$ cat src/rtl/profile_pkg.sv
// Shared opcode, state and width definitions for the profiling-window custom instruction.
package profile_pkg;

  localparam int CNT_W_DEF = 32;

  localparam logic [2:0] OP_READ   = 3'd0;
  localparam logic [2:0] OP_SETLEN = 3'd1;
  localparam logic [2:0] OP_GO     = 3'd2;
  localparam logic [2:0] OP_STATUS = 3'd3;
  localparam logic [2:0] OP_ABORT  = 3'd4;
  localparam logic [2:0] OP_WAIT   = 3'd5;

  typedef enum logic [1:0] {
    ST_IDLE = 2'd0,
    ST_RUN  = 2'd1,
    ST_FIN  = 2'd2
  } state_e;

endpackage

$ cat src/rtl/profile_counter.sv
// Wrapping event counter with synchronous clear; clear wins over increment.
module profile_counter
  import profile_pkg::*;
#(
  parameter int CNT_W = CNT_W_DEF
) (
  input  logic             clock,
  input  logic             reset,
  input  logic             clear,
  input  logic             inc,
  output logic [CNT_W-1:0] value
);

  always_ff @(posedge clock or negedge reset) begin
    if (!reset)     value <= '0;
    else if (clear) value <= '0;
    else if (inc)   value <= value + CNT_W'(1);
  end

endmodule

$ cat src/rtl/profile_window_ci.sv
// Custom-instruction controller: runs a bounded window over four masked event counters.
// done pulses one cycle after accept, except WAIT in RUN which completes when the window ends.
module profile_window_ci
  import profile_pkg::*;
#(
  parameter logic [7:0] customId = 8'h00,
  parameter int         CNT_W    = CNT_W_DEF
) (
  input  logic        clock,
  input  logic        reset,
  input  logic        start,
  input  logic [7:0]  ciN,
  input  logic [31:0] valueA,
  input  logic [31:0] valueB,
  input  logic        stall,
  input  logic        busIdle,
  output logic        done,
  output logic [31:0] result
);

  state_e             state, state_nxt;
  logic [CNT_W-1:0]   len, remain;
  logic [CNT_W-1:0]   cnt [4];
  logic [3:0]         mask, ev, inc;
  logic               aborted, wait_pend, wait_set;
  logic               acc, go, abort, tick, win_end;
  logic               done_d;
  logic [31:0]        result_d;
  logic [2:0]         op;
  logic               unused_bits;

  assign op          = valueA[2:0];
  assign unused_bits = ^valueA[31:3];

  // While a WAIT is outstanding only ABORT is acted upon.
  assign acc     = start && (ciN == customId) && (!wait_pend || op == OP_ABORT);
  assign go      = acc && (op == OP_GO);
  assign abort   = acc && (op == OP_ABORT) && (state == ST_RUN);
  assign tick    = (state == ST_RUN) && !go && !abort;
  assign win_end = tick && (remain == CNT_W'(1));
  assign ev      = {stall & ~busIdle, busIdle, stall, 1'b1};

  always_ff @(posedge clock or negedge reset) begin
    if (!reset) state <= ST_IDLE;
    else        state <= state_nxt;
  end

  always_comb begin
    state_nxt = state;
    if (go)                state_nxt = (len == '0) ? ST_FIN : ST_RUN;
    else if (abort || win_end) state_nxt = ST_FIN;
  end

  always_comb begin
    inc      = {4{tick}} & mask & ev;
    done_d   = 1'b0;
    result_d = '0;
    wait_set = 1'b0;
    if (wait_pend) begin
      if (abort) begin
        done_d   = 1'b1;
        result_d = 32'(cnt[0]);
      end else if (win_end) begin
        done_d   = 1'b1;
        result_d = 32'(cnt[0] + CNT_W'(inc[0]));
      end
    end else if (acc) begin
      done_d = 1'b1;
      case (op)
        OP_READ:   result_d = 32'(cnt[valueB[1:0]]);
        OP_SETLEN: result_d = 32'(len);
        OP_GO:     result_d = '0;
        OP_STATUS: result_d = {state, aborted, 29'b0};
        OP_ABORT:  result_d = 32'(remain);
        OP_WAIT: begin
          // A WAIT landing on the final window cycle completes immediately with the last count.
          if (win_end) begin
            result_d = 32'(cnt[0] + CNT_W'(inc[0]));
          end else if (state == ST_RUN) begin
            done_d   = 1'b0;
            wait_set = 1'b1;
          end else begin
            result_d = 32'(cnt[0]);
          end
        end
        default:   result_d = '0;
      endcase
    end
  end

  always_ff @(posedge clock or negedge reset) begin
    if (!reset) begin
      len       <= '0;
      remain    <= '0;
      mask      <= '0;
      aborted   <= 1'b0;
      wait_pend <= 1'b0;
      done      <= 1'b0;
      result    <= '0;
    end else begin
      done   <= done_d;
      result <= result_d;
      if (acc && op == OP_SETLEN) len <= CNT_W'(valueB);
      if (go) begin
        mask    <= valueB[3:0];
        remain  <= len;
        aborted <= 1'b0;
      end else if (tick) begin
        remain  <= remain - CNT_W'(1);
      end
      if (abort) aborted <= 1'b1;
      if (wait_set)             wait_pend <= 1'b1;
      else if (wait_pend && done_d) wait_pend <= 1'b0;
    end
  end

  for (genvar i = 0; i < 4; i++) begin : g_cnt
    profile_counter #(.CNT_W(CNT_W)) u_cnt (
      .clock (clock),
      .reset (reset),
      .clear (go),
      .inc   (inc[i]),
      .value (cnt[i])
    );
  end

endmodule

$ cat config.mk
export PLATFORM = sky130hd
export DESIGN_NAME = profile_window_ci
export DESIGN_NICKNAME = d
export VERILOG_FILES = /design/src/rtl/profile_pkg.sv /design/src/rtl/profile_counter.sv /design/src/rtl/profile_window_ci.sv
export SDC_FILE = /design/constraint.sdc
export NUM_CORES = 1
export LEC_CHECK = 0
export BUFFER_PORTS_ARGS = -buffer_cell sky130_fd_sc_hd__buf_2
export CORE_AREA = 2 2 133 200
export CTS_CLUSTER_SIZE = 24
export DETAILED_ROUTE_END_ITERATION = 12
export DIE_AREA = 0 0 135 202
export GPL_TIMING_DRIVEN = 0
export MAX_ROUTING_LAYER = met4
export PLACE_DENSITY = 0.73
export SETUP_SLACK_MARGIN = 0.5
export SLEW_MARGIN = 10
export SYNTH_ARGS = -nofsm -noshare
export SYNTH_HDL_FRONTEND = slang
export SYNTH_SLANG_ARGS = --single-unit
$ cat constraint.sdc
create_clock -name clock -period 9.7 [get_ports clock]
set_clock_uncertainty 0.15 [all_clocks]
set_input_delay 0.485 -clock clock [delete_from_list [all_inputs] [get_ports clock]]
set_output_delay 0.485 -clock clock [all_outputs]
set_load 0.01 [all_outputs]
==> flow_summary.ini <==
[outcome]
status = finished, final reports clean

[synth]
yosysMostFrequentCell = dfrtp_1
synth_warnings = 0
yosysTopAreaCell = dfrtp_1
syn_inst = 1516
syn_avg_cell_area_um2 = 9.113
synthTopCellsByArea = dfrtp_1 (42%), mux4_2 (5.2%), nand2_1 (4.3%), nor2_1 (4.1%), o21ai_0 (3.8%)
syn_nets = 1601
netlist_area_um2 = 13820
ys_dominant_reg_cell = dfrtp_1
synthArstFlopShare = 1.000
synth_seq_area_share = 0.4220
synth_common_cells = dfrtp_1 (233), nand2_1 (157), nor2_1 (150)
ys_ff_latch = 233
synth-edff-count = 0
ys_types = 72
netlist.area_leader.share = 0.4220

[detailed_routing]
drtIter0Drc = 1245
drtAntennaViolNets = 0
drtPass1Iterations = 6
avgViaCountPerCell = 6.557
via_count = 12990
wirelength_mm = 50.84
drc = 0
wl_per_cell_um = 25.66

[floorplan]
io_pins = 110
die-width_um = 135
die_y_um = 202
dieArea_um2 = 27270
start_util = 0.5400
std_cell_rows = 72
core_um2 = 25580

[worst_setup_path]
path_buf_inv = 3
critPathRequiredTime_ns = 10.03
cp_slowest_cell = nor3_1
path_cells = nor2b_1, clkbuf_1, o211ai_1, inv_2, ha_1, ha_1, inv_1, nor3_1, nand3_1, or3_1, or3_1, a21oi_1, a221o_1
cp_top_family = simple AND/OR/NAND/NOR gates
criticalPathCategory = reg2reg
cp_max_fo = 8
start_kind = flop
r2r_slack_ns = 5.02
reg2reg_from = state[1]
endpoint_kind = flop
rr_endpoint = result[28]
critical_path_arrival_ns = 5.01
reg2regPathDepth = 13
slowest_delay_ns = 0.69

[clocking]
max-clock-path-buffers = 3
cts_setup_buffers = 0
cts-resized-gates = 0
clk_latency_ns = 0.55
clock_sinks = 233
cts_tree = done
cts_buffers = 25
clockRootBuffer = clkbuf_16
clk_pin_slew_ns = 0.06
h-tree-depth = 1
cts_hold_buf = 8

[sta]
slew-limit-headroom = 0.1459
hold_viol = 0
fin_crit_ns = 4.682
maxSlewViolCount = 0
finalSetupViolCount = 0
fin_crit_sh = 0.4827
rsz0062_at_grt = no
tightestPinTransition_ns = 1.273
fin_tns_setup_ns = 0
clock.fmax_mhz = 213.6

[placed_design]
gp_congestion = 1.013
numPortBuffers = 77
dpl_cell_area_um2 = 14700
post-dp-hpwl_mm = 38.54

[finish]
layout-drive-gt1-share = 0.1183
areaGrowthSynthToFinish_pct = 12.79
fin_area_um2 = 15580
diodes = 0
fin_nets = 1716

[hold_path]
min_path_type = in2reg
hp-start = valueB[22]
min_path_cells = 2
holdPathEnd = len[22]

[global_routing]
antenna_found_initial = 0
grt_pass1_vias = 12890
globalRouteOverflowTotal = 0
grt_pass1_wl_mm = 76.94
grt_max_degree = 95
grt_usage = 0.3870

[power_and_ir_drop]
power_density_nw_per_um2 = 130.8
ir_drop_uv = 156.1
p_total_mw = 2.039
leakage_nw = 6.617

[run]
maxCapViolCount = 0
power breakdown:
group	total (mW)	switching, mW	internal [mW]	leakage (nW)
Sequential	0.977	0.00329	0.974	3.21
Clock	0.976	0.409	0.567	0.393
Combinational	0.0859	0.0588	0.0271	3.01
cell families after synthesis:
kind of cell	count (synthesis)	share of synthesized area
AND/OR/NAND/NOR	630	0.2281
buffers and inverters	131	0.03758
adder cells (fa/ha/maj)	8	0.007245
XOR/XNOR	95	0.06022
multiplexers	99	0.1038
AO/OA/AOI/OAI	320	0.1410
flip-flops	233	0.4220
through the flow:
step	util	setup slack, ns	std cells	hold slack (ns)
6_report	0.6091	5.018	1981	0.007283
5_1_grt	0.6091	4.845	1981	0.008153
4_1_cts	0.6091	5.229	1981	0.001090
3_5_place_dp	0.5744	4.981	1929	0.3004
3_3_place_gp	0.5714	3.815	1926	0.3160
2_1_floorplan	-	6.051	1516	0.03941
area by class of cell:
class                      count  area [um2]
sequential                   233        5831
fill                        2288       10000
multi-input combinational   1152        7472
inverter                      33       123.9
clock inverter                 4       73.82
timing repair buffer          88       538.0
clock buffer                  40       732.0
buffer                        98       395.4
tap                          333       416.7
sequential cells by signal, summed over array words and instances, names as in the netlist:
name,cells
g_cnt.u_cnt.value,128
wait_pend,1
done,1
remain,32
state,2
aborted,1
mask,4
result,32
len,32
worst max path at each step:
| stage | depth (start not counted) | from | slack [ns] | to |
|---|---|---|---|---|
| after floorplan | 14 | valueA[2] | 6.05 | result[27] |
| after global routing | 13 | state[0] | 4.85 | result[28] |
| final | 13 | state[1] | 5.02 | result[28] |
| after global placement | 1 | reset | 3.82 | g_cnt[0].u_cnt.value[23] |
| after CTS | 13 | state[1] | 5.23 | result[28] |
| after detailed placement | 14 | valueA[2] | 4.98 | result[28] |
cells in the final DEF, fill, tap and decap left out, types with 8 or more instances in the layout:
cell           netlist  routed
a21oi_1             88      88
a221o_1             15      15
a22oi_1             14      14
a31oi_1              8       8
and3_1              19      19
and4_1              12      12
buf_2                4      80
clkbuf_1            83      93
clkbuf_16            0      25
dfrtp_1            233     233
dlygate4sd3_1        0       8
ha_1                 8       8
inv_1               31      31
mux2_1              19      19
mux2_2              15      15
mux2i_1             33      33
mux4_2              32      32
nand2_1            157     157
nand3_1             67      67
nand4_1             38      38
nor2_1             150     150
nor3_1              40      40
nor4_1              30      29
o211ai_1            12      12
o21ai_0            104     104
o21ai_1             29      29
o221ai_1             8       8
or3_1               58      58
or4_1               14      14
xnor2_1             46      46
xor2_1              49      49
layer usage:
metal | global-route usage | wire length, um
met1 | 0.4565 | 18710
met2 | 0.6418 | 25240
met3 | 0.04941 | 3716
met4 | 0.2083 | 3177
met5 | - | 0
No activity file was read; power rests on OpenSTA's default activity.
